==> src/rtl/and_gate_pkg.sv <==
// Shared constants for the AND gate unit: default widths and the default counter ceiling.
package and_gate_pkg;

  localparam int unsigned DefaultWidth = 1;
  localparam int unsigned DefaultCntW  = 16;

  // Value at which a DefaultCntW-wide hit counter stops counting.
  localparam logic [DefaultCntW-1:0] DefaultCntMax = {DefaultCntW{1'b1}};

endpackage

==> src/rtl/and_gate_unit_core.sv <==
// Pure combinational WIDTH-bit bitwise AND; the logic primitive shared by both output paths.
module and_gate_core
  import and_gate_pkg::*;
#(
  parameter int unsigned WIDTH = DefaultWidth
) (
  input  logic [WIDTH-1:0] a,
  input  logic [WIDTH-1:0] b,
  output logic [WIDTH-1:0] y
);

  assign y = a & b;

endmodule

==> src/rtl/and_gate_unit.sv <==
// AND gate unit: combinational a & b plus a valid-qualified registered copy,
// an all-ones flag and a saturating count of all-ones results.
module and_gate_unit
  import and_gate_pkg::*;
#(
  parameter int unsigned WIDTH = DefaultWidth,
  parameter int unsigned CNT_W = DefaultCntW
) (
  input  logic             clk,
  input  logic             rst,
  input  logic [WIDTH-1:0] a,
  input  logic [WIDTH-1:0] b,
  output logic [WIDTH-1:0] y,
  input  logic             in_valid,
  input  logic             clear_count,
  output logic [WIDTH-1:0] y_q,
  output logic             out_valid,
  output logic             all_ones,
  output logic [CNT_W-1:0] hit_count
);

  localparam logic [CNT_W-1:0] CntMax = {CNT_W{1'b1}};

  logic [WIDTH-1:0] and_res;
  logic [WIDTH-1:0] y_d;
  logic             valid_d;
  logic [CNT_W-1:0] count_d;
  logic [CNT_W-1:0] count_q;
  logic             hit;

  and_gate_core #(
    .WIDTH (WIDTH)
  ) u_core (
    .a (a),
    .b (b),
    .y (and_res)
  );

  assign y   = and_res;
  assign hit = in_valid && (&and_res);

  always_comb begin
    y_d     = y_q;
    valid_d = 1'b0;
    count_d = count_q;
    if (in_valid) begin
      y_d     = and_res;
      valid_d = 1'b1;
    end
    // Clear has priority over a coincident hit; the counter sticks at its ceiling.
    if (clear_count) begin
      count_d = '0;
    end else if (hit && (count_q != CntMax)) begin
      count_d = count_q + CNT_W'(1);
    end
  end

  always_ff @(posedge clk or posedge rst) begin
    if (rst) begin
      y_q       <= '0;
      out_valid <= 1'b0;
      count_q   <= '0;
    end else begin
      y_q       <= y_d;
      out_valid <= valid_d;
      count_q   <= count_d;
    end
  end

  assign all_ones  = &y_q;
  assign hit_count = count_q;

endmodule

==> config.mk <==
export PLATFORM = sky130hd
export DESIGN_NAME = and_gate_unit
export DESIGN_NICKNAME = d
export VERILOG_FILES = /design/src/rtl/and_gate_pkg.sv /design/src/rtl/and_gate_unit_core.sv /design/src/rtl/and_gate_unit.sv
export SDC_FILE = /design/constraint.sdc
export NUM_CORES = 1
export LEC_CHECK = 0
export ABC_AREA = 1
export CAP_MARGIN = 20
export CORE_MARGIN = 2
export CORE_UTILIZATION = 45
export CTS_BUF_LIST = sky130_fd_sc_hd__clkbuf_4 sky130_fd_sc_hd__clkbuf_8
export DETAILED_ROUTE_END_ITERATION = 7
export GPL_ROUTABILITY_DRIVEN = 0
export PLACE_DENSITY = 0.7
export SLEW_MARGIN = 15
export SYNTH_ARGS = -nofsm -noshare
export SYNTH_HDL_FRONTEND = slang
export SYNTH_SLANG_ARGS = --single-unit
==> constraint.sdc <==
create_clock -name clk -period 2.1 [get_ports clk]
set_input_delay 0.42 -clock clk [delete_from_list [all_inputs] [get_ports clk]]
set_output_delay 0.42 -clock clk [all_outputs]
set_load 0.02 [all_outputs]
---- Word level (Yosys, flattened, before mapping) ----
Cells that the tools add are included.
Widths: inputs -> output; s select.
storage, ports and cells
  input bits .............................. 6
  latch bits .............................. 0
  memories ................................ 0
  logic and storage cells ................. 12
  register bits ........................... 18
  bits in read-only memories .............. 0
  RAM bits ................................ 0
operators by class
  shift operators ......................... 0
  $add $sub $neg .......................... 1
  $lt $le $gt $ge ......................... 0
  multiplexer cells ....................... 3
  bitwise gates (word level) .............. 1
  divide/modulo/power cells ............... 0
  equality and inequality tests ........... 1
  reduce and logical (&&, ||, !) cells .... 3
  multipliers ............................. 0
operators with widths
  operator               count
  $mux 16                2
  $add 16x1->16 const B  1
  $ne 16x16->1 const B   1
  $logic_and 1x1->1      2
  $reduce_bool 2->1      1
  $and 1x1->1            1
  $mux 1                 1

---- Depth between registers and ports, before layout ----
Gate-level depths: netlist of the first run.
  depth after elaboration ................. 5
  gate-level depth with buffers ........... 10
  gate-level depth less buffers ........... 9

---- Hierarchy ----
A second synthesis of the first run with hierarchy kept.
second synthesis, totals
  cell total of the unflattened synthesis .. 170
  area total of the unflattened synthesis .. 1159.9 µm²
by module, submodules not included
  module         instances  cells each  area an instance (µm²)
  and_gate_unit  1          168         1152.4
  and_gate_core  1          2           7.5

---- Worst setup path before layout of the first run ----
OpenSTA, ideal clock, no wires.
  path kind ............................... register to register
  start point ............................. reg count_q[0], in the netlist hit_count[0]
  end point ............................... reg count_q[13], in the netlist hit_count[13]
  data arrival time ....................... 1545 ps
  required time ........................... 2035 ps
  setup slack ............................. 490 ps
  cell stages (with the launch flop) ...... 11
  cell sequence ........................... dfrtp_1 -> ha_1 -> nand2_1 -> nor2_4 -> nand2_2 -> nor2_4 -> nor2_2 -> nor2_4 -> buf_6 -> nand2_1 -> nand2_1
on the way
  word-level cells in the longest chain between the ends .. 3
  elaborated cells on any way between the ends .. 6
RTL lines
  item                                           line                                      RTL
  start: declaration                             and_gate_unit.sv:28                       logic [CNT_W-1:0] count_q;
  start signal: assignment                       and_gate_unit.sv:66                       count_q <= count_d;
  $add 16x1->16 or $ne 16x16->1 (tied branches)  and_gate_unit.sv:54, and_gate_unit.sv:53
  $mux 16 or $logic_and 1x1->1 (tied branches)   and_gate_unit.sv:53                       end else if (hit && (count_q != CntMax)) begin
  $mux 16 or $reduce_bool 2->1 (tied branches)   -
Several ways; a longest one is shown, not always the timed one. The select of a mux whose other input is x is not followed.
A chain may end at the register's enable or synchronous reset.

---- Worst setup path in the final report of the first run ----
  start point ............................. in a
  end point ............................... out y
on the way
  word-level cells in the longest chain between the ends .. 1
RTL lines
  item                line                      RTL
  start: declaration  and_gate_unit.sv:11       input logic [WIDTH-1:0] a,
  $and 1x1->1         and_gate_unit_core.sv:12  assign y = a & b;
  end: declaration    and_gate_unit.sv:13       output logic [WIDTH-1:0] y,
Every way passes these cells.

==> summary.md, run 1 <==
| Metric | Value |
|---|---|
| Inserted Clock Buffers | 3 |
| Synth warn | 0 |
| Hold_buf cts | 0 |
| Clock sinks | 18 |
| Post-Synthesis Cells | 157 |
| Routed Antenna Nets | 0 |
| Synth cell types | 21 |
| CP bufs+invs | 3 |
| Drc violations | 0 |
| DR WL/cell | 12.1 um |
| Total Routing Usage GR | 22.7% |
| R2r setup slk | 350 ps |
| Max Root-Sink Buffers | 2 |
| Met2 WL | 1.29 mm |
| Main synth FF type | dfrtp_1 |
| Seq/Total Area, Yosys | 40.7% |
| Maximum clock frequency | 493 MHz |
| Status | completed |
| Reg2Reg Depth | 9 |
| Count leader, synth | nand2_1 |
| Layout cells sized above 1 | 8.60% |
| FP Rows | 17 |
| Power per cell area | 460 nW/um^2 |
| Initial Util | 48.6% |
| Met3 Wirelength | 84 um |
| Pwr Total | 658 uW |
| Total Wirelength | 2.60 mm |
| Drt first pass iters | 4 |
| Highest Signal Layer | met4 |
| Period utilisation layout | 96.7% |
| Async SR Flop Fraction | 100% |
| Core area | 2280 um^2 |
| Worst flop-to-flop path endpoint | hit_count[7] |
| Maxcap violations | 0 |
| P_leak | 0.667 nW |
| Post-synth EDFFs | 0 |
| Initial antenna violation count | 0 |
| Crit Reg-Reg Startpoint | hit_count[0] |
| Post-CTS sizing | 0 |
| RSZ-0062 raised after global routing | no |
| Syn_area_per_cell | 7.04 um^2 |
| Storage element area | 450 um^2 |
| H-tree depth reported by CTS | 1 |
| Worst stage delay on the critical path | 610 ps |
| Via Count | 1,102 |
| Critical Path Stages | 4 |
| Die Span Y | 53.6 um |
| Final hold vios | 0 |
| FF+latch count, synth | 18 |
| Critical path peak fanout | 3 |
| Last element of the critical path | y |
| Fin worst setup slack | 69.5 ps |
| Peak supply drop | 290 uV |
| Startpoint class of the critical path | input port |
| Share of the synthesized area in the top cell type | 40.7% |
| Crit Path Class | input port to output pin |
| I/O Pins | 26 |
| Crit path capture type | output pin |
| Most used cell, CP | clkdlybuf4s50_1 |
| Post-Syn Nets | 164 |
| Worst-path cell chain | clkdlybuf4s50_1, nand2_1, inv_1, clkdlybuf4s50_1 |
| Synth top cells by count | nand2_1 (60), dfrtp_1 (18), nor2_1 (16) |
| Final Setup Violations | 0 |
| Total negative slack | 0 ps |
| Largest net degree at the start of global routing | 19 |
| Max Slew Vio Count | 0 |
| Post-detail-place hpwl | 1.97 mm |
| Footprint of the multi-input gates | 576 um^2 |
| Congestion Overflow GR | 0 |
| Top delay family on crit path | buffers and inverters |
| CTS tree | yes |
| Crit path DAT | 1610 ps |
| NumNets Final | 194 |
| # diodes | 0 |
| Clock latency on the worst-skew pair | 300 ps |
| First-pass GRT wire length | 4.73 mm |
| Die area | 2870 um^2 |
| Vias in the first global route | 1,071 |
| CP max-delay cell | clkdlybuf4s50_1 |
| DIE WIDTH | 53.6 um |
| 1st-iter DRT viols | 26 |
| Port Buf Inserts | 25 |
| Layout Skew | 5.04 ps |
| CTS Root Cell | clkbuf_4 |
| # fillers | 216 |
| Data required, critical path | 1680 ps |
| Post-synth top area cell | dfrtp_1 |
| M1 wire length | 1.19 mm |
| Slew margin rel. | 69.8% |
| Worst slack, placed | 68.6 ps |
| Setup crit start | a |
| Post-CTS Setup Inserts | 0 |
| Hold Path Class | input port to async pin |
| Vias per std cell | 5.15 |
| Synthesized area | 1110 um^2 |
| Layout area overhead | 29.3% |
| Slew @ Worst Pin | 452 ps |
| Clock transition at the registers of the reported paths | 110 ps |
| Core Util, Final | 62.8% |
| Tmin final | 2030 ps |
| Synth top area cells | dfrtp_1 (41%), nand2_1 (20%), nand3_1 (6.3%), nor2_1 (5.4%), nand4_1 (5.1%) |
through the flow:
| step | std cells | hold slack (ps) | cell area, um^2 |
|---|---|---|---|
| final | 214 | 449 | 1430 |
| after global routing | 214 | 464 | 1430 |
| after CTS | 214 | 463 | 1430 |
| after detailed placement | 210 | 534 | 1390 |
| after global placement | 210 | 523 | 1390 |
| after floorplan | 157 | 359 | 1110 |
placed cells by master, fill, tap and decap left out:
cell type	n
nand2_1	60
clkdlybuf4s50_1	25
dfrtp_1	18
nor2_1	16
inv_1	14
nand3_1	14
nand4_1	9
nor2_4	4
o21ai_0	4
buf_4	4
a21oi_1	3
xor2_1	3
clkbuf_4	3
nor2_2	2
nand2_2	1
o21bai_1	1
nand3b_1	1
or2_2	1
nor3_1	1
ha_1	1
clkbuf_8	1
registers in the layout, indices dropped and copies added, names as in the netlist:
name / flops
out_valid: 1
all_ones: 1
hit_count: 16
cell type report:
type                    count  share of cell area, %
multi-input cells         121                   40.2
flip-flops and latches     18                   31.5
repair buffers             29                   19.6
inverters                  14                   3.67
clock buffers               4                   2.54
well taps                  28                   2.45
where the power goes:
part	internal [mW]	switching, mW	total (mW)
registers	0.352	0.00588	0.358
clock network	0.106	0.116	0.222
logic	0.0333	0.0444	0.0777
cell families (layout without fill, tap and decap cells):
| family | after synthesis | in the layout | synth area share [%] |
|---|---|---|---|
| adder cells (fa/ha/maj) | 1 | 1 | 1.13 |
| flip-flops | 18 | 18 | 40.7 |
| AND/OR/NAND/NOR | 109 | 109 | 44.7 |
| AO/OA/AOI/OAI | 8 | 8 | 3.85 |
| XOR/XNOR | 3 | 3 | 2.38 |
| buffers and inverters | 18 | 47 | 7.24 |
how the worst min path moves through the flow:
stage | slack, ps | end | start
final | 450 | hit_count[3] | rst
after global routing | 460 | hit_count[3] | rst
after CTS | 460 | hit_count[3] | rst
after detailed placement | 530 | hit_count[1] | hit_count[1]
after global placement | 520 | hit_count[1] | hit_count[1]
after floorplan | 360 | all_ones | rst
worst reg2reg max path, stage by stage (launching register included):
cell	delay, ps
dfrtp_1	440
ha_1	230
nand2_1	100
nor2_4	140
nand2_2	110
nor2_4	130
nor2_2	80
nor2_4	270
nand2_1	100
nand2_1	80
routing by layer:
layer / up-vias / GRT usage [%]
li1: 561 / -
met3: 4 / 3.61
met1: 516 / 29.6
met4: 0 / 8.55
met2: 21 / 37.9
met5: - / 0
Note: power is estimated with default switching activity, not from simulation.
==> run 2: changes to the inputs <==
- ABC_CLOCK_PERIOD_IN_PS: unset -> 2100
- TNS_END_PERCENT: unset -> 10
==> results of run 2 <==
The final DEF is identical to that of run 1; final timing and power are the same.
